File: src/rtl/core_boot_sequencer_pkg.sv
// rtl/core_boot_sequencer_pkg.sv - shared types for the core boot sequencer
package core_boot_sequencer_pkg;

  typedef enum logic [2:0] {
    NET_OP_NULL  = 3'd0,
    NET_OP_INSTR = 3'd1,
    NET_OP_REG   = 3'd2,
    NET_OP_BAR   = 3'd3,
    NET_OP_PC    = 3'd4
  } net_op_e;

  typedef struct packed {
    logic [9:0]  id;
    net_op_e     net_op;
    logic [3:0]  reserved;
    logic [31:0] net_data;
    logic [9:0]  net_addr;
  } net_packet_s;

  typedef struct packed {
    logic [4:0] opcode;
    logic [4:0] rd;
    logic [5:0] rs_imm;
  } instruction_s;

  typedef enum logic [3:0] {
    ST_IDLE, ST_DMEM_RD, ST_DMEM_WR, ST_IMEM, ST_REGS, ST_BAR, ST_PC, ST_NULLP, ST_DONE
  } boot_state_e;

  localparam logic [31:0] NULL_PACKET_DATA = 32'hFFFF_FFFE;

  // Index width wide enough for the longest phase, never below one bit.
  function automatic int unsigned idx_width(input int unsigned a, input int unsigned b,
                                            input int unsigned c);
    int unsigned m;
    m = a;
    if (b > m) m = b;
    if (c > m) m = c;
    return (m < 2) ? 1 : $clog2(m);
  endfunction

endpackage

File: src/rtl/core_boot_sequencer_addr_counter.sv
// rtl/core_boot_sequencer_addr_counter.sv - loadable index counter with terminal flag
module boot_addr_counter #(
  parameter int unsigned width_p = 10
) (
  input  logic               clk,
  input  logic               reset,
  input  logic               clear,
  input  logic               inc,
  input  logic [width_p-1:0] last_value,
  output logic [width_p-1:0] idx,
  output logic               last
);

  // Index restarts on clear, otherwise steps when the phase consumes a word.
  always_ff @(posedge clk) begin
    if (reset) begin
      idx <= '0;
    end else if (clear) begin
      idx <= '0;
    end else if (inc) begin
      idx <= idx + 1'b1;
    end
  end

  assign last = (idx == last_value);

endmodule

File: src/rtl/core_boot_sequencer.sv
// rtl/core_boot_sequencer.sv - boots one core: data stores, then network packet stream
module core_boot_sequencer
  import core_boot_sequencer_pkg::*;
#(
  parameter int unsigned dmem_words_p = 1024,
  parameter int unsigned imem_words_p = 1024,
  parameter int unsigned reg_words_p  = 64,
  parameter logic [9:0]  core_id_p    = 10'b1,
  parameter logic [31:0] bar_mask_p   = 32'h2,
  parameter logic [9:0]  bar_addr_p   = 10'd24,
  parameter logic [31:0] start_pc_p   = 32'h0
) (
  input  logic                            clk,
  input  logic                            reset,
  input  logic                            start_i,
  output logic [9:0]                      img_addr_o,
  input  logic [15:0]                     instr_data_i,
  input  logic [31:0]                     data_data_i,
  input  logic [39:0]                     reg_data_i,
  output logic                            mem_valid_o,
  output logic                            mem_wen_o,
  output logic [31:0]                     mem_addr_o,
  output logic [31:0]                     mem_wdata_o,
  output logic                            mem_select_o,
  output logic [$bits(net_packet_s)-1:0]  net_packet_flat_o,
  output logic                            busy_o,
  output logic                            done_o
);

  localparam int unsigned IDX_W = idx_width(dmem_words_p, imem_words_p, reg_words_p);

  localparam logic [IDX_W-1:0] DMEM_LAST = (dmem_words_p == 0) ? '0 : IDX_W'(dmem_words_p - 1);
  localparam logic [IDX_W-1:0] IMEM_LAST = (imem_words_p == 0) ? '0 : IDX_W'(imem_words_p - 1);
  localparam logic [IDX_W-1:0] REG_LAST  = (reg_words_p == 0)  ? '0 : IDX_W'(reg_words_p - 1);

  // Empty phases are skipped entirely.
  localparam boot_state_e AFTER_IMEM  = (reg_words_p != 0) ? ST_REGS : ST_BAR;
  localparam boot_state_e AFTER_DMEM  = (imem_words_p != 0) ? ST_IMEM : AFTER_IMEM;
  localparam boot_state_e FIRST_STATE = (dmem_words_p != 0) ? ST_DMEM_RD : AFTER_DMEM;

  boot_state_e      state, state_next;
  logic             idx_clear, idx_inc, idx_last;
  logic [IDX_W-1:0] idx, last_value;
  logic             issue_valid;
  net_op_e          issue_op;
  logic             pend_valid;
  net_op_e          pend_op;
  logic [IDX_W-1:0] pend_addr;
  net_packet_s      pkt_q, pkt_next;
  logic             done_q;
  instruction_s     instr_word;
  logic             unused_reg_bits;

  assign instr_word      = instruction_s'(instr_data_i);
  assign unused_reg_bits = ^reg_data_i[39:38];

  // Terminal index for whichever phase is walking the image.
  always_comb begin
    last_value = '0;
    case (state)
      ST_DMEM_RD, ST_DMEM_WR: last_value = DMEM_LAST;
      ST_IMEM:                last_value = IMEM_LAST;
      ST_REGS:                last_value = REG_LAST;
      default:                last_value = '0;
    endcase
  end

  boot_addr_counter #(.width_p(IDX_W)) u_addr_counter (
    .clk        (clk),
    .reset      (reset),
    .clear      (idx_clear),
    .inc        (idx_inc),
    .last_value (last_value),
    .idx        (idx),
    .last       (idx_last)
  );

  // State register.
  always_ff @(posedge clk) begin
    if (reset) state <= ST_IDLE;
    else       state <= state_next;
  end

  // Next state, index control and packet issue for the packet pipeline.
  always_comb begin
    state_next  = state;
    idx_clear   = 1'b0;
    idx_inc     = 1'b0;
    issue_valid = 1'b0;
    issue_op    = NET_OP_NULL;
    case (state)
      ST_IDLE, ST_DONE: begin
        if (start_i) begin
          idx_clear  = 1'b1;
          state_next = FIRST_STATE;
        end
      end
      ST_DMEM_RD: state_next = ST_DMEM_WR;
      ST_DMEM_WR: begin
        if (idx_last) begin
          idx_clear  = 1'b1;
          state_next = AFTER_DMEM;
        end else begin
          idx_inc    = 1'b1;
          state_next = ST_DMEM_RD;
        end
      end
      ST_IMEM: begin
        issue_valid = 1'b1;
        issue_op    = NET_OP_INSTR;
        if (idx_last) begin
          idx_clear  = 1'b1;
          state_next = AFTER_IMEM;
        end else begin
          idx_inc = 1'b1;
        end
      end
      ST_REGS: begin
        issue_valid = 1'b1;
        issue_op    = NET_OP_REG;
        if (idx_last) begin
          idx_clear  = 1'b1;
          state_next = ST_BAR;
        end else begin
          idx_inc = 1'b1;
        end
      end
      ST_BAR: begin
        issue_valid = 1'b1;
        issue_op    = NET_OP_BAR;
        state_next  = ST_PC;
      end
      ST_PC: begin
        issue_valid = 1'b1;
        issue_op    = NET_OP_PC;
        state_next  = ST_NULLP;
      end
      ST_NULLP: begin
        issue_valid = 1'b1;
        issue_op    = NET_OP_NULL;
        state_next  = ST_DONE;
      end
      default: state_next = ST_IDLE;
    endcase
  end

  // Issue stage: remembers which packet the ROM word arriving next cycle belongs to.
  always_ff @(posedge clk) begin
    if (reset) begin
      pend_valid <= 1'b0;
      pend_op    <= NET_OP_NULL;
      pend_addr  <= '0;
    end else begin
      pend_valid <= issue_valid;
      pend_op    <= issue_op;
      pend_addr  <= idx;
    end
  end

  // Packet assembly from the pending tag and the ROM word now on the inputs.
  always_comb begin
    pkt_next        = '0;
    pkt_next.id     = core_id_p;
    pkt_next.net_op = pend_op;
    case (pend_op)
      NET_OP_INSTR: begin
        pkt_next.net_data = {16'b0, instr_word};
        pkt_next.net_addr = 10'(pend_addr);
      end
      NET_OP_REG: begin
        pkt_next.net_data = reg_data_i[31:0];
        pkt_next.net_addr = {4'b0, reg_data_i[37:32]};
      end
      NET_OP_BAR: begin
        pkt_next.net_data = bar_mask_p;
        pkt_next.net_addr = bar_addr_p;
      end
      NET_OP_PC: begin
        pkt_next.net_data = start_pc_p;
        pkt_next.net_addr = 10'd0;
      end
      default: begin
        pkt_next.net_data = NULL_PACKET_DATA;
        pkt_next.net_addr = bar_addr_p;
      end
    endcase
  end

  // Output packet register; holds the last packet (the NULL idle packet at the end).
  always_ff @(posedge clk) begin
    if (reset)           pkt_q <= '0;
    else if (pend_valid) pkt_q <= pkt_next;
  end

  // Completion flag rises once the NULL packet has drained onto the output.
  always_ff @(posedge clk) begin
    if (reset) done_q <= 1'b0;
    else       done_q <= (state == ST_DONE) && (state_next == ST_DONE) && !pend_valid;
  end

  assign img_addr_o        = 10'(idx);
  assign mem_valid_o       = (state == ST_DMEM_WR);
  assign mem_wen_o         = (state == ST_DMEM_WR);
  assign mem_addr_o        = (state == ST_DMEM_WR) ? 32'({idx, 2'b00}) : 32'd0;
  assign mem_wdata_o       = (state == ST_DMEM_WR) ? data_data_i : 32'd0;
  assign mem_select_o      = done_q;
  assign done_o            = done_q;
  assign busy_o            = (state != ST_IDLE) && !done_q;
  assign net_packet_flat_o = pkt_q;

endmodule

File: config.mk
export PLATFORM = sky130hd
export DESIGN_NAME = core_boot_sequencer
export DESIGN_NICKNAME = d
export VERILOG_FILES = /design/src/rtl/core_boot_sequencer_pkg.sv /design/src/rtl/core_boot_sequencer_addr_counter.sv /design/src/rtl/core_boot_sequencer.sv
export SDC_FILE = /design/constraint.sdc
export NUM_CORES = 1
export LEC_CHECK = 0
export BUFFER_PORTS_ARGS = -buffer_cell sky130_fd_sc_hd__clkbuf_2
export CORE_ASPECT_RATIO = 1.75
export CORE_MARGIN = 4
export CORE_UTILIZATION = 46
export CTS_CLUSTER_DIAMETER = 80
export DETAILED_ROUTE_END_ITERATION = 16
export GPL_TIMING_DRIVEN = 0
export PLACE_DENSITY_LB_ADDON = 0.15
export SLEW_MARGIN = 20
export SYNTH_ARGS = -nofsm -noshare
export SYNTH_HDL_FRONTEND = slang
export SYNTH_SLANG_ARGS = --single-unit
File: constraint.sdc
create_clock -name clk -period 5.7 [get_ports clk]
set_input_delay 0.57 -clock clk [delete_from_list [all_inputs] [get_ports clk]]
set_output_delay 0.57 -clock clk [all_outputs]
set_load 0.005 [all_outputs]
* After elaboration in Yosys (flattened, before gate mapping)
Index checks and enable logic that the tools add are counted.
** Word-level totals
- Flip-flop bits (word level) :: 75
- Input bits :: 91
- Output and inout bits :: 138
** Operators by class
- $add $sub $neg :: 1
- Equal/unequal tests :: 14
- Muxes and demuxes :: 16
- Reduce and logical (&&, ||, !) cells :: 12
** Operators with widths (count)
- $pmux 42 s4 :: 1
- $mux 32 :: 1
- $pmux 4 s8 :: 1
- $pmux 10 s2 :: 1
- $eq 4x3->1 const B :: 4
- $mux 12 :: 1
- $mux 4 :: 3
- $pmux 3 s4 :: 1
- $add 10x1->10 const B :: 1
- $eq 10x10->1 :: 1
- $eq 4x2->1 const B :: 2
- $eq 4x4->1 const B :: 2
- $eq 3x2->1 const B :: 2
- $reduce_or 3->1 :: 2
- $mux 1 :: 5
- $reduce_or 5->1 :: 1
- $eq 4x1->1 const B :: 1
- $logic_not 4->1 :: 1
- $reduce_bool 4->1 :: 1
- $reduce_or 2->1 :: 2
- $eq 3x1->1 const B :: 1
- $eq 3x3->1 const B :: 1
- $logic_and 1x1->1 :: 3
- $logic_not 1->1 :: 2
- other kinds (2) :: 2

* Longest topological paths before layout
- Depth in word-level cells :: 9
- Mapped depth :: 7

* Modules after synthesis
A second synthesis with hierarchy kept.
** Unflattened totals
- Cell total of the unflattened synthesis :: 439
- Area, all modules :: 3764.9 µm²
** Modules (own cells, without submodules)
- core_boot_sequencer :: times used 1, cells each 375, area an instance 3193.1 µm²
- boot_addr_counter :: times used 1, cells each 64, area an instance 571.8 µm²

* Least setup slack after synthesis
OpenSTA, ideal clock, no wires.
- Path type :: flip-flop to output port
- Start :: register state[3]
- End :: output port mem_wdata_o[22]
- Arrival :: 1.516 ns
- Required time :: 5.130 ns
- Slack :: 3.614 ns
- Stages on the path, launching flop included :: 5
- Cells stage by stage :: dfxtp_1 > clkbuf_1 > nor4_1 > clkbuf_1 > and2_1
** On the way
- Longest elaborated chain between the ends :: 2
** Ends and longest elaborated chain
- from (decl) :: line core_boot_sequencer.sv:41 : boot_state_e state, state_next;
- from (signal assigned) :: line core_boot_sequencer.sv:81 : else state <= state_next;
- $eq 4x2->1
- net mem_valid_o :: line core_boot_sequencer.sv:20 : output logic mem_valid_o,
- $mux 32 :: line core_boot_sequencer.sv:205 : assign mem_wdata_o = (state == ST_DMEM_WR) ? data_data_i : 32'd0;
- to (decl) :: line core_boot_sequencer.sv:23 : output logic [31:0] mem_wdata_o,
The timed path passes the listed nets, and every way through them passes these cells.

* Worst setup path after layout
- Start :: register state[3]
- End :: output port mem_wdata_o[27]
** On the way
- Longest elaborated chain between the ends :: 2
** Ends and longest elaborated chain (line)
- $eq 4x2->1 :: core_boot_sequencer.sv:205
- $mux 32 :: core_boot_sequencer.sv:205
No other way between the ends.

==> summary.md <==
| Metric | Value |
|---|---|
| Drt initial violations | 211 |
| Synth Area in Compound Gates | 0.157 |
| Synthesized area per cell | 8.22 sq um |
| Total power | 1.69 mW |
| Worst-Margin Slew | 1080 ps |
| Internal power | 1.19 mW |
| Initial antenna violation count | 0 |
| Sequential share of the synthesized area | 0.413 |
| Fin crit period | 3070 ps |
| FILL cells | 653 |
| Clk pwr share | 0.354 |
| Power Dens Cells | 330 nW/um^2 |
| Vias | 3936 |
| Synth Area in Adders | 0.00344 |
| CP max FO | 11 |
| Largest net degree at the start of global routing | 12 |
| Reg2reg setup slack | 3420 ps |
| Async S/R FF share, synth | 0 |
| Cells after Synth | 442 |
| Fmax | 325 MHz |
| Comb pwr share | 0.288 |
| RSZ-0062 raised after global routing | false |
| Setup_tns | 0 ps |
| Simple-Gate Fraction of Synth Area | 0.280 |
| Die W | 75.2 um |
| Largest family of logic cells by synthesized area | simple AND/OR/NAND/NOR gates |
| Post-synthesis mux area share | 0.0110 |
| Vias per cell | 5.13 |
| CTS H-tree lvls | 3 |
| Max VDD drop | 177 uV |
| Yosys top cell area share | 0.413 |
| Synth cell types | 48 |
| Clk_lat worst skew | 330 ps |
| CP Capture Type | output port |
| N_diodes | 0 |
| Critical path type | flop to output port |
| Share of cells above drive strength 1 | 0.368 |
| First-pass GRT wire length | 17200 um |
| Routability cong. | 0.810 |
| Crit start category | flop |
| Post-layout nets | 769 |
| Max cap viols | 0 |
| Die area | 9440 sq um |
| Relative slew margins | 0.274 |
| Synth Cell Area | 3630 sq um |
| Area delta synth->final | 41.4% |
| Die Y-Extent | 126 um |
| GRT overflow | 0 |
| CTS Hold Buffers Added | 0 |
| Final period utilization | 0.539 |
| Sw frac | 0.296 |
| Met2 WL | 6010 um |
| Synth Register Bits | 75 |
| ANT nets after route | 0 |
| Count leader, synth | dfxtp_1 |
| Synth warn | 0 |
| Core Box Area | 7620 sq um |
| Hold Path Class | flop to flop |
| Cts bufs inserted | 9 |
| Routed len/inst | 14.4 um |
| Net Sw Power | 0.501 mW |
| Max Buffers Root-to-Sink | 2 |
| Initial Utilization | 0.477 |
| Post-DP HPWL | 8860 um |
| Met1 WL | 3850 um |
| # setup viols final | 0 |
| CTS tree | yes |
| Number of enable flip-flop cells after synthesis | 0 |
| Synth top cells by count | dfxtp_1 (75), nor2_1 (55), and2_1 (43) |
| Port Buffers | 190 |
| Hold Fails Final Rpt | 0 |
| Post-Synth XOR/XNOR Area | 0.0121 |
| Seq pwr share | 0.358 |
| Primary FF master, synth | dfxtp_1 |
| Vias in the first global route | 3793 |
| DRC Markers | 0 |
| Cell taking the most area after synthesis | dfxtp_1 |
| Uppermost layer routed | met4 |
| Status | finished clean |
| Row cnt | 42 |
| Pre-Repair DR Iteration Count | 4 |
| Worst Skew | 2.83 ps |
| Worst EP arrival | 2500 ps |
| Max Slew Vio Count | 0 |
| Static Leak | 2.49 nW |
| Post-CTS Repair Setup Buffers | 0 |
| WL met3 | 979 um |
| Clock transition at the registers of the reported paths | 50 ps |
| Tot GR Track Use | 0.233 |
| # IOs | 229 |
| CTS sink cnt | 75 |
| Root Driver | clkbuf_16 |
| Final WL | 11100 um |
| Area contributors post-synth | dfxtp_1 (41%), buf_4 (7.6%), and2_1 (7.4%), nor2_1 (5.7%), nor3_1 (4.7%) |
| # resized after CTS | 0 |
| CP Data Required Time | 5130 ps |
## critical path, cell delays in order (launching register included)
cell,delay [ps]
dfxtp_1,350
clkbuf_1,230
nor4_1,920
clkbuf_1,350
and2_1,200
clkbuf_2,110
## per-layer routing
metal | vias to the layer above | global-route usage
li1 | 1941 | -
met1 | 1790 | 0.233
met2 | 188 | 0.434
met3 | 17 | 0.0474
met4 | 0 | 0.105
met5 | - | 0
## stage by stage
stage	setup WS [ps]	hold WS (ps)	utilization	std cells	cell area, sq um
floorplan	3610	450	-	476	3760
global placement	3020	450	0.633	754	4820
detailed placement	2950	455	0.633	754	4820
CTS	2580	470	0.674	768	5140
global route	2440	480	0.674	768	5140
finish	2630	464	0.674	768	5140
## cells in the final DEF, fill, tap and decap left out, types with 7 or more instances in the layout
cell type	synthesis	routed
a21oi_1	33	33
a221oi_1	14	14
and2_1	43	43
buf_4	37	37
clkbuf_1	29	30
clkbuf_16	0	9
clkbuf_2	1	191
conb_1	1	35
dfxtp_1	75	75
nand2_1	18	18
nand3_1	7	7
nor2_1	55	55
nor2b_1	9	9
nor3_1	34	34
## power by group through the flow
stage	Sequential (mW)	Combinational (mW)	Clock, mW
3_3_place_gp	0.614	0.478	0
2_1_floorplan	0.613	0.296	0
4_1_cts	0.605	0.490	0.609
6_report	0.606	0.488	0.600
5_1_grt	0.611	0.546	0.632
3_5_place_dp	0.616	0.486	0
## flip-flops by register name, indices dropped and copies added, names as in the netlist
register	count
net_packet_flat_o	46
pend_addr	10
u_addr_counter.idx	10
state	4
pend_op	3
done_o	1
pend_valid	1
## logic make-up (layout without fill, tap and decap cells)
group,after synthesis,after routing
DFF,75,75
AOI/OAI and AO/OA,83,83
other,1,35
xor gates and xnor gates,5,5
buffers and inverters,76,280
and+or+nand+nor,197,197
adders and majority gates,1,1
muxes,4,4
## final timing paths
kind	start	endpoint	cells past startpoint
worst min register to register	net_packet_flat_o[7]$_SDFFE_PP0P_	net_packet_flat_o[7]$_SDFFE_PP0P_	2
worst max-delay path	state[3]$_SDFF_PP0_	mem_wdata_o[27]	5
worst min-delay path	net_packet_flat_o[7]$_SDFFE_PP0P_	net_packet_flat_o[7]$_SDFFE_PP0P_	2
worst max register to register	u_addr_counter.idx[2]$_SDFFE_PP0P_	u_addr_counter.idx[4]$_SDFFE_PP0P_	5
## final cells by class
cell class | count | area [sq um] | area share
plain buffers | 72 | 428 | 0.0833
clock inverters | 2 | 60.1 | 0.0117
well taps | 88 | 110 | 0.0214
flip-flops and latches | 75 | 1500 | 0.292
clock buffers | 12 | 256 | 0.0499
repair buffers | 190 | 951 | 0.185
inverters | 4 | 15.0 | 0.00292
multi-input cells | 325 | 1820 | 0.354
(Power assumes the default switching activity.)
